`src/rtl/square_rotation_ctrl.sv`:
```
// -----------------------------------------------------------------------------
// square_rotation_ctrl
//
// Sequencer for the rotating-square pattern on a 4-digit seven-segment
// display. It produces the step timing from a prescaler, walks an 8-position
// pattern counter in either direction, counts completed laps and can stop
// itself after a programmable number of laps. The display mux downstream
// decodes pos/cw/en into anode and segment values.
//
// Parameters
//   BASE_DIV   cycles per step at speed 0 (>= 2)
//   LAP_W      width of lap counter and lap limit
//
// Ports
//   clk         in   system clock, rising edge
//   rst         in   asynchronous, active-low reset
//   start       in   pulse: start / resume / restart after DONE
//   stop        in   pulse: pause while running
//   clear       in   pulse: synchronous return to IDLE
//   dir_toggle  in   pulse: invert rotation direction
//   speed       in   step period select, period = BASE_DIV << speed
//   lap_limit   in   laps before auto-stop, 0 = run forever
//   pos         out  current pattern position 0..7
//   cw          out  1 = clockwise (pos increments)
//   en          out  display enable (any state but IDLE)
//   step        out  one-cycle pulse in the cycle a new pos is first visible
//   lap_cnt     out  completed laps
//   busy        out  state == RUN
//   done        out  state == DONE
// -----------------------------------------------------------------------------
module square_rotation_ctrl #(
  parameter int BASE_DIV = 12_500_000,
  parameter int LAP_W    = 4
) (
  input  logic             clk,
  input  logic             rst,
  input  logic             start,
  input  logic             stop,
  input  logic             clear,
  input  logic             dir_toggle,
  input  logic [1:0]       speed,
  input  logic [LAP_W-1:0] lap_limit,
  output logic [2:0]       pos,
  output logic             cw,
  output logic             en,
  output logic             step,
  output logic [LAP_W-1:0] lap_cnt,
  output logic             busy,
  output logic             done
);

  // Prescaler must hold the longest period (speed = 3 -> BASE_DIV * 8).
  localparam int PW = $clog2(BASE_DIV * 8);

  typedef enum logic [1:0] {
    ST_IDLE,
    ST_RUN,
    ST_PAUSE,
    ST_DONE
  } state_t;

  state_t           state_reg, state_next;
  logic [2:0]       pos_reg, pos_next;
  logic             cw_reg, cw_next;
  logic [LAP_W-1:0] lap_cnt_reg, lap_cnt_next;
  logic [PW-1:0]    presc_reg, presc_next;
  logic             step_reg, step_next;
  logic             en_reg, en_next;
  logic             busy_reg, busy_next;
  logic             done_reg, done_next;

  // One extra bit so BASE_DIV << 3 never overflows when BASE_DIV*8 is a
  // power of two.
  logic [PW:0]      period_m1;
  logic             step_due;
  logic [2:0]       pos_adv;
  logic [LAP_W-1:0] lap_inc;
  logic             limit_hit;

  // ">=" rather than "==" so that shrinking the period below the current
  // prescaler value still produces a step on the next RUN cycle.
  assign period_m1 = ((PW+1)'(BASE_DIV) << speed) - (PW+1)'(1);
  assign step_due  = ({1'b0, presc_reg} >= period_m1);

  // The step always uses the direction registered before this cycle, so a
  // dir_toggle arriving with a step only affects the following step.
  assign pos_adv   = cw_reg ? (pos_reg + 3'd1) : (pos_reg - 3'd1);
  assign lap_inc   = lap_cnt_reg + LAP_W'(1);
  assign limit_hit = (lap_limit != '0) && (lap_inc == lap_limit);

  // ---------------------------------------------------------------------------
  // State and output registers
  // ---------------------------------------------------------------------------
  always_ff @(posedge clk or negedge rst) begin
    if (!rst) begin
      state_reg   <= ST_IDLE;
      pos_reg     <= '0;
      cw_reg      <= 1'b1;
      lap_cnt_reg <= '0;
      presc_reg   <= '0;
      step_reg    <= 1'b0;
      en_reg      <= 1'b0;
      busy_reg    <= 1'b0;
      done_reg    <= 1'b0;
    end else begin
      state_reg   <= state_next;
      pos_reg     <= pos_next;
      cw_reg      <= cw_next;
      lap_cnt_reg <= lap_cnt_next;
      presc_reg   <= presc_next;
      step_reg    <= step_next;
      en_reg      <= en_next;
      busy_reg    <= busy_next;
      done_reg    <= done_next;
    end
  end

  // ---------------------------------------------------------------------------
  // Next-state and next-output logic. Priority: clear > stop > start.
  // ---------------------------------------------------------------------------
  always_comb begin
    state_next   = state_reg;
    pos_next     = pos_reg;
    lap_cnt_next = lap_cnt_reg;
    presc_next   = presc_reg;
    step_next    = 1'b0;
    // Direction flips in every state, including alongside clear.
    cw_next      = cw_reg ^ dir_toggle;

    if (clear) begin
      state_next   = ST_IDLE;
      pos_next     = '0;
      lap_cnt_next = '0;
      presc_next   = '0;
    end else begin
      case (state_reg)
        ST_IDLE: begin
          if (!stop && start) begin
            state_next = ST_RUN;
            presc_next = '0;
          end
        end

        ST_RUN: begin
          if (stop) begin
            // Pause freezes the prescaler where it is, even in a step cycle.
            state_next = ST_PAUSE;
          end else if (step_due) begin
            presc_next = '0;
            step_next  = 1'b1;
            pos_next   = pos_adv;
            if (pos_adv == 3'd0) begin
              lap_cnt_next = lap_inc;
              if (limit_hit) begin
                state_next = ST_DONE;
              end
            end
          end else begin
            presc_next = presc_reg + PW'(1);
          end
        end

        ST_PAUSE: begin
          if (!stop && start) begin
            state_next = ST_RUN;
          end
        end

        ST_DONE: begin
          if (!stop && start) begin
            state_next   = ST_RUN;
            lap_cnt_next = '0;
            presc_next   = '0;
            pos_next     = '0;
          end
        end

        default: begin
          state_next = ST_IDLE;
          pos_next   = '0;
          presc_next = '0;
        end
      endcase
    end

    en_next   = (state_next != ST_IDLE);
    busy_next = (state_next == ST_RUN);
    done_next = (state_next == ST_DONE);
  end

  assign pos     = pos_reg;
  assign cw      = cw_reg;
  assign en      = en_reg;
  assign step    = step_reg;
  assign lap_cnt = lap_cnt_reg;
  assign busy    = busy_reg;
  assign done    = done_reg;

endmodule

```
`config.mk`:
```
export PLATFORM = sky130hd
export DESIGN_NAME = square_rotation_ctrl
export DESIGN_NICKNAME = d
export VERILOG_FILES = /design/src/rtl/square_rotation_ctrl.sv
export SDC_FILE = /design/constraint.sdc
export NUM_CORES = 1
export LEC_CHECK = 0
export ABC_AREA = 1
export CORE_MARGIN = 3
export CORE_UTILIZATION = 25
export CTS_CLUSTER_DIAMETER = 80
export CTS_CLUSTER_SIZE = 24
export DETAILED_ROUTE_END_ITERATION = 8
export GPL_TIMING_DRIVEN = 1
export RECOVER_POWER = 50
export SLEW_MARGIN = 20
export SYNTH_ARGS = -nofsm -noshare
export SYNTH_HDL_FRONTEND = slang
export SYNTH_SLANG_ARGS = --single-unit
export TNS_END_PERCENT = 100
```
`constraint.sdc`:
```
create_clock -name clk -period 3.38 [get_ports clk]
set_clock_uncertainty 0.15 [all_clocks]
set_input_delay 0.845 -clock clk [delete_from_list [all_inputs] [get_ports clk]]
set_output_delay 0.845 -clock clk [all_outputs]
set_load 0.02 [all_outputs]
```
# Yosys cells after proc, flatten, opt, wreduce, memory -nomap -nowiden
# Index checks and enable logic that the tools add are counted.
[totals]
mem_count = 0
output_inout_bits = 12
ff_bits = 41
input_bits = 12
wordCells = 70
mem_bits_rw = 0
romBits = 0
latch_bits = 0
[op_classes]
reduce_logical = 14
shifts = 1
bitwise = 1
n_mux = 28
div_mod_pow = 0
n_eq_ne = 11
add_sub_neg = 5
n_lt_le_gt_ge = 1
n_mul = 0
[ops]
columns = ["cell", "count"]
rows = [
  ["27-bit 2-to-1 mux", 4],
  ["27-bit one-hot mux with 2 select lines", 1],
  ["27-bit by 28-bit greater-or-equal comparator with 1-bit output", 1],
  ["24-bit by 2-bit << shifter with 28-bit output (first input constant)", 1],
  ["28-bit by 2-bit subtractor with 28-bit output (second input constant)", 1],
  ["27-bit by 1-bit adder with 27-bit output (second input constant)", 1],
  ["4-bit 2-to-1 mux", 5],
  ["3-bit 2-to-1 mux", 5],
  ["2-bit 2-to-1 mux", 6],
  ["3-bit != test (second input constant)", 4],
  ["4-bit one-hot mux with 2 select lines", 1],
  ["2-bit equality test (second input constant)", 3],
  ["3-bit one-hot mux with 2 select lines", 1],
  ["3-bit nonzero test", 2],
  ["5-bit AND reduction", 1],
  ["4-bit by 1-bit adder with 4-bit output (second input constant)", 1],
  ["2-bit by 1-bit equality test with 1-bit output (second input constant)", 2],
  ["4-bit equality test", 1],
  ["1-bit 2-to-1 mux", 4],
  ["2-bit one-hot mux with 2 select lines", 1],
  ["4-bit AND reduction", 1],
  ["4-bit nonzero test", 1],
  ["3-bit by 1-bit adder with 3-bit output (second input constant)", 1],
  ["3-bit zero test", 1],
  ["10 further kinds", 11],
]

# Depth between registers and ports, before layout
# Gate-level depths: netlist of run 1.
[logic_depth]
ltp_word = 10
mapped_depth = 20

# Worst setup path after synthesis of run 1
# No wires, ideal clock.
[synth_timing]
kind = "input-to-reg"
from = "input speed[0]"
to = "register lap_cnt_reg[0], in the netlist lap_cnt[0]"
path_slack_ns = 0.670
t_required_ns = 3.109
n_path_buf = 1
stages = 17
arrival_ns = 2.439
path_cell_list = "buf_6 -> nor2_1 -> inv_1 -> ha_1 -> inv_1 -> nor2_1 -> nand3_1 -> nor2_2 -> nand2_1 -> nor2_2 -> nor2_2 -> nand2_2 -> nand2_2 -> nand2_2 -> nand3_4 -> nand2_1 -> o21ai_1"
[synth_between]
elab_chain_cells = 5
[synth_lines]
columns = ["element", "line_no", "text"]
rows = [
  ["start, declared", "41", "input logic [1:0] speed,"],
  ["24-bit by 2-bit << shifter with 28-bit output", "82", "assign period_m1 = ((PW+1)'(BASE_DIV) << speed) - (PW+1)'(1);"],
  ["28-bit by 2-bit subtractor with 28-bit output", "82", ""],
  ["27-bit by 28-bit greater-or-equal comparator with 1-bit output", "83", "assign step_due = ({1'b0, presc_reg} >= period_m1);"],
  ["3-bit != test (no source line)", "--", ""],
  ["5-bit AND reduction (no source line)", "--", ""],
  ["end signal, assigned", "109", "lap_cnt_reg <= lap_cnt_next;"],
  ["end, declared", "65", "logic [LAP_W-1:0] lap_cnt_reg, lap_cnt_next;"],
]
# Every way passes these cells.
# A chain may end at the register's enable or synchronous reset.

# Final worst setup path of run 1
[layout_timing]
from = "input speed[1]"
to = "register en_reg, in the netlist en"
[layout_between]
elab_chain_cells = 8
[layout_lines]
columns = ["element", "line_no", "text"]
rows = [
  ["24-bit by 2-bit << shifter with 28-bit output", "82", ""],
  ["28-bit by 2-bit subtractor with 28-bit output", "82", ""],
  ["27-bit by 28-bit greater-or-equal comparator with 1-bit output", "83", ""],
  ["2-bit 2-to-1 mux", "148", "end else if (step_due) begin"],
  ["2-bit 2-to-1 mux", "145", "if (stop) begin"],
  ["2-bit one-hot mux with 2 select lines", "136", "case (state_reg)"],
  ["2-bit 2-to-1 mux", "130", "if (clear) begin"],
  ["2-bit nonzero test", "186", "en_next = (state_next != ST_IDLE);"],
  ["via en_next", "68", "logic en_reg, en_next;"],
  ["end signal, assigned", "112", "en_reg <= en_next;"],
  ["end, declared", "68", ""],
]
# The timed path passes the listed nets, and every way through them passes these cells.

==> out/metrics.yaml, run 1 <==
critical_path.cell_chain: "dlymetal6s2s_1 > buf_4 > nor2_2 > inv_1 > ha_1 > nand2_1 > inv_1 > nand2_1 > inv_1 > nand2_1 > nand2_1 > nor2_1 > nor2_2 > nor2_2 > nand2_2 > nand2_2 > nand2_1 > nand2_1 > nand2_1 > nand2_2 > nand2_1"
worstSetupPathType: "primary input to flip-flop"
hold_path.class: "flip-flop to flip-flop"
vdd_drop_max_uv: 271
max_cap_viol_count: 1
vias_per_cell: 4.50
ys_types: 40
rsz0062_at_grt: "false"
powerDensity_nw_per_um2: 446
critPathArrivalTime_ns: 2.82
final_cells: 589
overflow: 0
post_route_cells_drive_above_1_share_pct: 8.97
slew_headroom_pct: -53.0
firstDrtPassIters: 4
drtIter0Drc: 108
crit_family: "simple AND/OR/NAND/NOR gates"
crit_top_cell: "nand2_1"
io_pins: 24
dieHeight_um: 116
setup_viol: 0
ys_async_sr_fraction_pct: 100
cts_tree: "built"
finalWeightedCongestion: 0.868
p_total_uw: 1600
ys_seq_elements: 41
yosysSeqAreaShare_pct: 33.9
critPathMaxFanout: 4
cts_buffer_depth: 2
dr_total_vias: 2650
grtUsageMet2_pct: 17.6
routed_wl_mm: 7.10
root_buffer: "clkbuf_16"
clkTransAtPathRegs_ns: 0.06
crit_path_end_kind: "flip-flop"
antenna_found_initial: 0
worst-slew-pin-transition_ns: 2.30
synth_cells: 416
clock-sinks: 41
clock_latency_ns: 0.29
slowest_delay_ns: 0.26
rr_worst_depth: 14
die_x_um: 116
grt_pass1_vias: 2609
grt_max_degree: 42
syn_to_final_growth_pct: 18.1
start_util_pct: 26.0
syn-cell-area_sq_um: 3030
fmax_mhz: 358
finalCriticalPeriod_ns: 2.80
rows: 39
violations: "capacitance limit, slew limit"
grt_util_met1_pct: 16.2
hold_buffers: 0
syn_area_per_cell_sq_um: 7.29
met3_usage_pct: 1.97
io_buffers: 23
nets: 482
grt_busiest_layer: "met2"
crit_cells: 21
coreArea_sq_um: 11700
cts_max_level: 2
grt_pass1_wl_mm: 12.3
dpl.hpwl_mm: 5.49
crit_buf_inv: 5
postRouteAntennaNets: 0
num_antenna_cells: 0
critical-path-slowest-cell: "ha_1"
required_ns: 3.41
synth-edff-count: 0
cts_buffers: 5
dpl_worst_slack_ns: -0.0961
hold_ws_ns: 0.401
period_share_pct: 82.7
ys_warn_count: 0
wl_per_cell_um: 12.1
fillers: 1217
dp_cells: 581
grt.total_usage_pct: 11.3
hold_viol: 0
min_path_cells: 1
ys.flop_type: "dfrtp_1"
setup_slack_ns: 0.584
status: "finished, violations left"
largest_register_ffs: 27
leakage_uw: 0.00175
final-max-slew-violation-count: 42
drc_errors: 0
dieArea_sq_um: 13500
crit_path_start_kind: "primary input"
per-stage QoR:
stage	TNS (ns)	utilization [%]	instance area, sq um
6_report	0	30.7	3580
5_1_grt	0	30.7	3580
4_1_cts	0	30.6	3570
3_5_place_dp	-1.06	29.4	3430
3_3_place_gp	-0.444	29.4	3430
2_1_floorplan	0	-	3040
final cells by class:
cell class                      instances  area (sq um)  share of cell area [%]
Sequential cell                        41          1030                    28.7
Inverter                               60           225                    6.29
Multi-Input combinational cell        309          1740                    48.6
Clock inverter                          3          17.5                   0.489
Clock buffer                            5           125                    3.49
Timing Repair Buffer                   28           267                    7.44
Tap cell                              143           179                    4.99
synth_stat cells, drive strengths merged, types with 2 or more instances:
cell / number / area [sq um]
dfrtp: 40 / 1000
nand2: 107 / 422
o22ai: 4 / 25.0
nand3: 25 / 143
conb: 2 / 7.51
nor3: 12 / 70.1
ha: 24 / 300
xor2: 19 / 166
a21oi: 9 / 48.8
o31ai: 2 / 15.0
inv: 60 / 225
o21ai: 15 / 75.1
nor2: 62 / 248
nand4: 9 / 56.3
nor4: 5 / 37.5
buf: 6 / 45.0
xnor2: 3 / 26.3
power breakdown:
group	internal, uW	switching (uW)
Combinational	203	318
Sequential	546	56.2
Clock	271	202
Total	1020	576
path summary, 6_finish.rpt:
check	to	start	slack (ns)
setup / recovery	en	speed[1]	0.58
hold / removal	presc_reg[1]	presc_reg[1]	0.40
setup reg to reg	lap_cnt[1]	presc_reg[18]	1.10
hold reg to reg	presc_reg[1]	presc_reg[1]	0.40
max in group asynchronous	presc_reg[19]	rst	0.68
min in group asynchronous	state_reg[1]	rst	1.10
kinds of logic after synthesis:
family / count (synthesis) / synth area share [%]
AO/OA/AOI/OAI: 38 / 7.59
other: 2 / 0.248
adder cells (fa/ha/maj): 25 / 10.6
AND/OR/NAND/NOR: 221 / 32.4
flip-flops: 41 / 33.9
XOR/XNOR: 22 / 6.35
buffers and inverters: 67 / 9.03
layout by cell type, fill, tap and decap left out, types with 4 or more instances in the layout:
| cell | netlist | final |
|---|---|---|
| clkdlybuf4s50_1 | 0 | 14 |
| dfrtp_1 | 40 | 40 |
| o21ai_1 | 6 | 6 |
| nand4_1 | 9 | 9 |
| dlygate4sd3_1 | 0 | 6 |
| nor2_2 | 6 | 7 |
| inv_1 | 57 | 57 |
| nand3_1 | 23 | 23 |
| xor2_1 | 19 | 19 |
| nor3_1 | 10 | 10 |
| o22ai_1 | 4 | 4 |
| clkbuf_16 | 0 | 5 |
| buf_4 | 1 | 5 |
| nand2_1 | 99 | 98 |
| nor4_1 | 4 | 4 |
| a21oi_1 | 8 | 8 |
| ha_1 | 24 | 24 |
| nor2_1 | 56 | 55 |
| nand2_2 | 8 | 9 |
| o21ai_0 | 9 | 9 |
per-layer routing:
layer | part of all wire (%) | vias to the layer above
met5 | 0 | -
met4 | 0.75 | 0
met3 | 3.8 | 7
met2 | 42 | 52
met1 | 53 | 1199
li1 | - | 1392
what timing repair did:
action,CTS,global route
setup endpoints to repair,0,13
buffers inserted,0,0
gates resized for setup,0,4
No activity file was read; power rests on OpenSTA's default activity.
==> run 2: changes to the inputs <==
- clock period: 3.38 -> 2.6 ns (I/O delays scaled with it)
==> out/metrics.yaml, run 2 (synthesis results as in run 1) <==
r2r_slack_ns: 0.34
period_share_pct: 93.6
dpl.hpwl_mm: 5.63
critical_path.cell_chain: "clkbuf_4 > inv_2 > nor2_4 > inv_1 > ha_1 > inv_1 > nor2_4 > nand3_2 > nor2_2 > nand2_1 > nor2_2 > nor2_2 > nand2_2 > nand2_2 > nand2_4 > nand3_4 > nand2_1 > o21ai_1"
fin_setup_tns_ns: 0
dr_total_vias: 2736
post_route_cells_drive_above_1_share_pct: 14.3
die_x_um: 116
antenna_found_initial: 0
firstDrtPassIters: 4
clock_latency_ns: 0.29
powerDensity_nw_per_um2: 568
clock-sinks: 41
final_common_cell: "nand2_1"
max_cap_viol_count: 0
io_buffers: 23
finalCriticalPeriod_ns: 2.43
dieHeight_um: 116
syn_to_final_growth_pct: 23.4
vias_per_cell: 4.52
grt.total_usage_pct: 11.7
slowest_delay_ns: 0.29
worst-slew-pin-transition_ns: 1.05
nets: 498
rows: 39
cts_tree: "built"
cts_buffer_depth: 2
fmax_mhz: 411
min_path_cells: 1
whs_endpoint: "presc_reg[1]"
crit_path_end_kind: "flip-flop"
finalWeightedCongestion: 0.867
vdd_drop_max_uv: 543
min_from: "presc_reg[1]"
setup_viol: 0
crit_top_cell: "nor2_2"
root_buffer: "clkbuf_16"
final_cell_mix: "98 x nand2_1, 57 x inv_1, 50 x nor2_1"
final-max-slew-violation-count: 0
io_pins: 24
worstSetupPathType: "primary input to flip-flop"
drc_errors: 0
crit_path_start_kind: "primary input"
largest_register_ffs: 27
critical-path-slowest-cell: "ha_1"
status: "complete, no violations"
drtIter0Drc: 115
postRouteAntennaNets: 0
num_antenna_cells: 0
hold_viol: 0
clkTransAtPathRegs_ns: 0.06
start_util_pct: 26.0
cts_buffers: 5
rr_worst_depth: 14
grt_pass1_wl_mm: 12.7
dieArea_sq_um: 13500
critPathArrivalTime_ns: 2.46
coreArea_sq_um: 11700
cts_max_level: 2
p_total_uw: 2130
grt_max_degree: 42
wl_per_cell_um: 12.1
critPathMaxFanout: 8
leakage_uw: 0.00182
required_ns: 2.62
routed_wl_mm: 7.32
overflow: 0
timing.rr.start: "presc_reg[19]"
hold_path.class: "flip-flop to flip-flop"
slew_headroom_pct: 29.8
grt_pass1_vias: 2768
reg2reg_to: "lap_cnt[0]"
[run 2: per-layer routing]
layer / GRT usage, % / up-vias / wire (um) / share of wire (%)
met2: 18.6 / 63 / 3210 / 44
li1: - / 1423 / - / -
met1: 16.6 / 1241 / 3680 / 50
met5: 0 / - / 0 / 0
met4: 3.33 / 0 / 82 / 1.1
met3: 1.87 / 9 / 347 / 4.7
[run 2: through the flow]
stage / instance area (sq um) / cells / utilization, % / worst slack (ns) / hold slack, ns
6_report: 3740 / 605 / 32.1 / 0.166 / 0.396
5_1_grt: 3740 / 605 / 32.1 / -0.00358 / 0.422
4_1_cts: 3700 / 604 / 31.7 / 0.00708 / 0.303
3_5_place_dp: 3540 / 596 / 30.4 / -0.664 / 0.382
3_3_place_gp: 3540 / 596 / 30.4 / -0.576 / 0.378
2_1_floorplan: 3040 / 417 / - / 0.0845 / 0.204
[run 2: where the power goes]
group / internal, uW / leakage (uW) / switching, uW
combinational: 296 / 0.00119 / 429
sequential: 710 / 0.000559 / 74.0
clock: 352 / 0.0000696 / 267
[run 2: cell type report]
class,count,area (sq um)
clock buffers,5,125
clock inverters,3,17.5
fillers,1252,7920
inverters,60,228
multi-input cells,309,1790
flip-flops and latches,41,1030
well taps,143,179
repair buffers,44,375
[run 2: worst max path at each step]
| stage | from | end | slack (ns) | cells after the start |
|---|---|---|---|---|
| 2_1_floorplan | speed[0] | lap_cnt[0] | 0.08 | 17 |
| 3_3_place_gp | speed[0] | lap_cnt[1] | -0.58 | 16 |
| 3_5_place_dp | speed[1] | lap_cnt[0] | -0.66 | 18 |
| 4_1_cts | speed[0] | lap_cnt[0] | 0.007 | 17 |
| 5_1_grt | speed[1] | lap_cnt[0] | -0.004 | 18 |
| 6_report | speed[1] | lap_cnt[0] | 0.17 | 18 |
[run 2: what timing repair did]
item | in CTS | in global routing
resized for setup | 11 | 16
hold buffers | 0 | 0
pin swaps | 0 | 4
setup endpoints to repair | 40 | 38
setup buffers | 0 | 1
[run 2: worst max-delay path: cells and delay by family]
kind	cells	cell delay (ns)
AO/OA/AOI/OAI	1	0.06
buffers and inverters	4	0.35
adder cells (fa/ha/maj)	1	0.29
AND/OR/NAND/NOR	12	1.10
==> run 3: changes to the inputs <==
- TNS_END_PERCENT: 100 -> not set
- clock period: 2.6 -> 3.1 ns (I/O delays scaled with it)
==> out/metrics.yaml, run 3 (synthesis results as in run 1) <==
status: "complete, no violations"
vdd_drop_max_uv: 392
root_buffer: "clkbuf_16"
hold_ws_ns: 0.392
largest_register_ffs: 27
cts_buffers: 5
max_cap_viol_count: 0
switching_power_uw: 626
powerDensity_nw_per_um2: 504
grt_max_degree: 42
crit_path_start_kind: "primary input"
cts_buffer_depth: 2
critPathArrivalTime_ns: 2.73
cts_tree: "built"
finalWeightedCongestion: 0.876
fmax_mhz: 368
p_int_uw: 1200
rsz0062_at_grt: "false"
dpl.hpwl_mm: 5.48
drtIter0Drc: 178
hold_viol: 0
postRouteAntennaNets: 0
fillers: 1254
leakage_uw: 0.00178
critPathMaxFanout: 8
vias_per_cell: 4.56
finalCriticalPeriod_ns: 2.71
io_pins: 24
firstDrtPassIters: 4
dieArea_sq_um: 13500
clock-sinks: 41
worstSetupPathType: "primary input to flip-flop"
period_share_pct: 87.5
routed_wl_mm: 7.17
syn_to_final_growth_pct: 19.3
setup_viol: 0
p_total_uw: 1820
dieHeight_um: 116
clkTransAtPathRegs_ns: 0.06
crit_path_end_kind: "flip-flop"
coreArea_sq_um: 11700
swShare_pct: 34.3
pwr-share-clk_pct: 32.3
nets: 485
cts_setup_buffers: 0
final-max-slew-violation-count: 0
slew_headroom_pct: 37.2
io_buffers: 23
required_ns: 3.12
die_x_um: 116
dp_cells: 584
overflow: 0
wl_per_cell_um: 12.1
multi_input_area_sq_um: 1740
setup_slack_ns: 0.386
antenna_found_initial: 0
grt_pass1_vias: 2643
final_cell_area_sq_um: 3620
num_antenna_cells: 0
dr_total_vias: 2696
clock_latency_ns: 0.29
final_cells: 591
grt_pass1_wl_mm: 12.6
grt.total_usage_pct: 11.8
seq_area_sq_um: 1030
combPwrFrac_pct: 31.6
worst-slew-pin-transition_ns: 0.942
final_common_cell: "nand2_1"
drc_errors: 0
post_dp_cell_area_sq_um: 3450
rows: 39
start_util_pct: 26.0
post_route_cells_drive_above_1_share_pct: 9.38
cts_max_level: 2
final_cell_mix: "98 x nand2_1, 57 x inv_1, 56 x nor2_1"
seq_power_share_pct: 36.1
hold_path.class: "flip-flop to flip-flop"
dpl_worst_slack_ns: -0.292
[run 3: final cells by class]
type | count | share of cell area (%)
Timing Repair Buffer | 31 | 8.02
Sequential cell | 41 | 28.4
Inverter | 60 | 6.22
Tap cell | 143 | 4.94
Clock buffer | 5 | 3.46
Multi-Input combinational cell | 309 | 48.0
Clock inverter | 2 | 0.968
[run 3: worst max-delay path: stages]
cell and delay [ns]:
dlymetal6s2s_1 0.20, inv_2 0.06, nor2_1 0.14, inv_1 0.06, ha_1 0.28, inv_1 0.04
nor2_1 0.13, nand3_1 0.10, nor2_2 0.14, nand2_1 0.07, nor2_2 0.11, nor2_2 0.05
nand2_2 0.13, nand2_2 0.08, nand2_2 0.10, nand3_4 0.11, nand2_1 0.09, o21ai_1 0.07
[run 3: timing repair]
| item | CTS | global route |
|---|---|---|
| hold buffers | 0 | 0 |
| endpoints found under the setup margin | 0 | 35 |
| gates resized for setup | 0 | 3 |
[run 3: path summary, 6_finish.rpt]
| check | startpoint | end | slack [ns] | depth (start not counted) |
|---|---|---|---|---|
| worst min register to register | presc_reg[1] | presc_reg[1] | 0.39 | 1 |
| worst max register to register | presc_reg[19] | lap_cnt[1] | 0.78 | 14 |
| worst min-delay path | presc_reg[1] | presc_reg[1] | 0.39 | 1 |
| min in group asynchronous | rst | busy | 0.49 | 1 |
| worst max-delay path | speed[1] | lap_cnt[1] | 0.39 | 18 |
| max in group asynchronous | rst | presc_reg[15] | 1.73 | 1 |
[run 3: routing by layer]
layer  wire length, um  vias to the layer above  track usage [%]
met5                 0                        -                0
met4                57                        0             2.78
met3               268                        5             2.59
met2              3190                       51             18.1
met1              3640                     1252             16.9
li1                  -                     1388                -
[run 3: power groups by stage]
stage	registers (uW)	clock network, uW	logic (uW)
finish	659	588	576
detailed placement	667	0	583
global placement	667	0	571
global route	672	626	654
floorplan	709	0	343
CTS	659	601	587
[run 3: stage by stage]
| stage | util (%) | setup TNS, ns |
|---|---|---|
| 2_1_floorplan | - | 0 |
| 3_3_place_gp | 29.6 | -7.09 |
| 3_5_place_dp | 29.6 | -8.40 |
| 4_1_cts | 31.0 | 0 |
| 5_1_grt | 31.0 | 0 |
| 6_report | 31.0 | 0 |
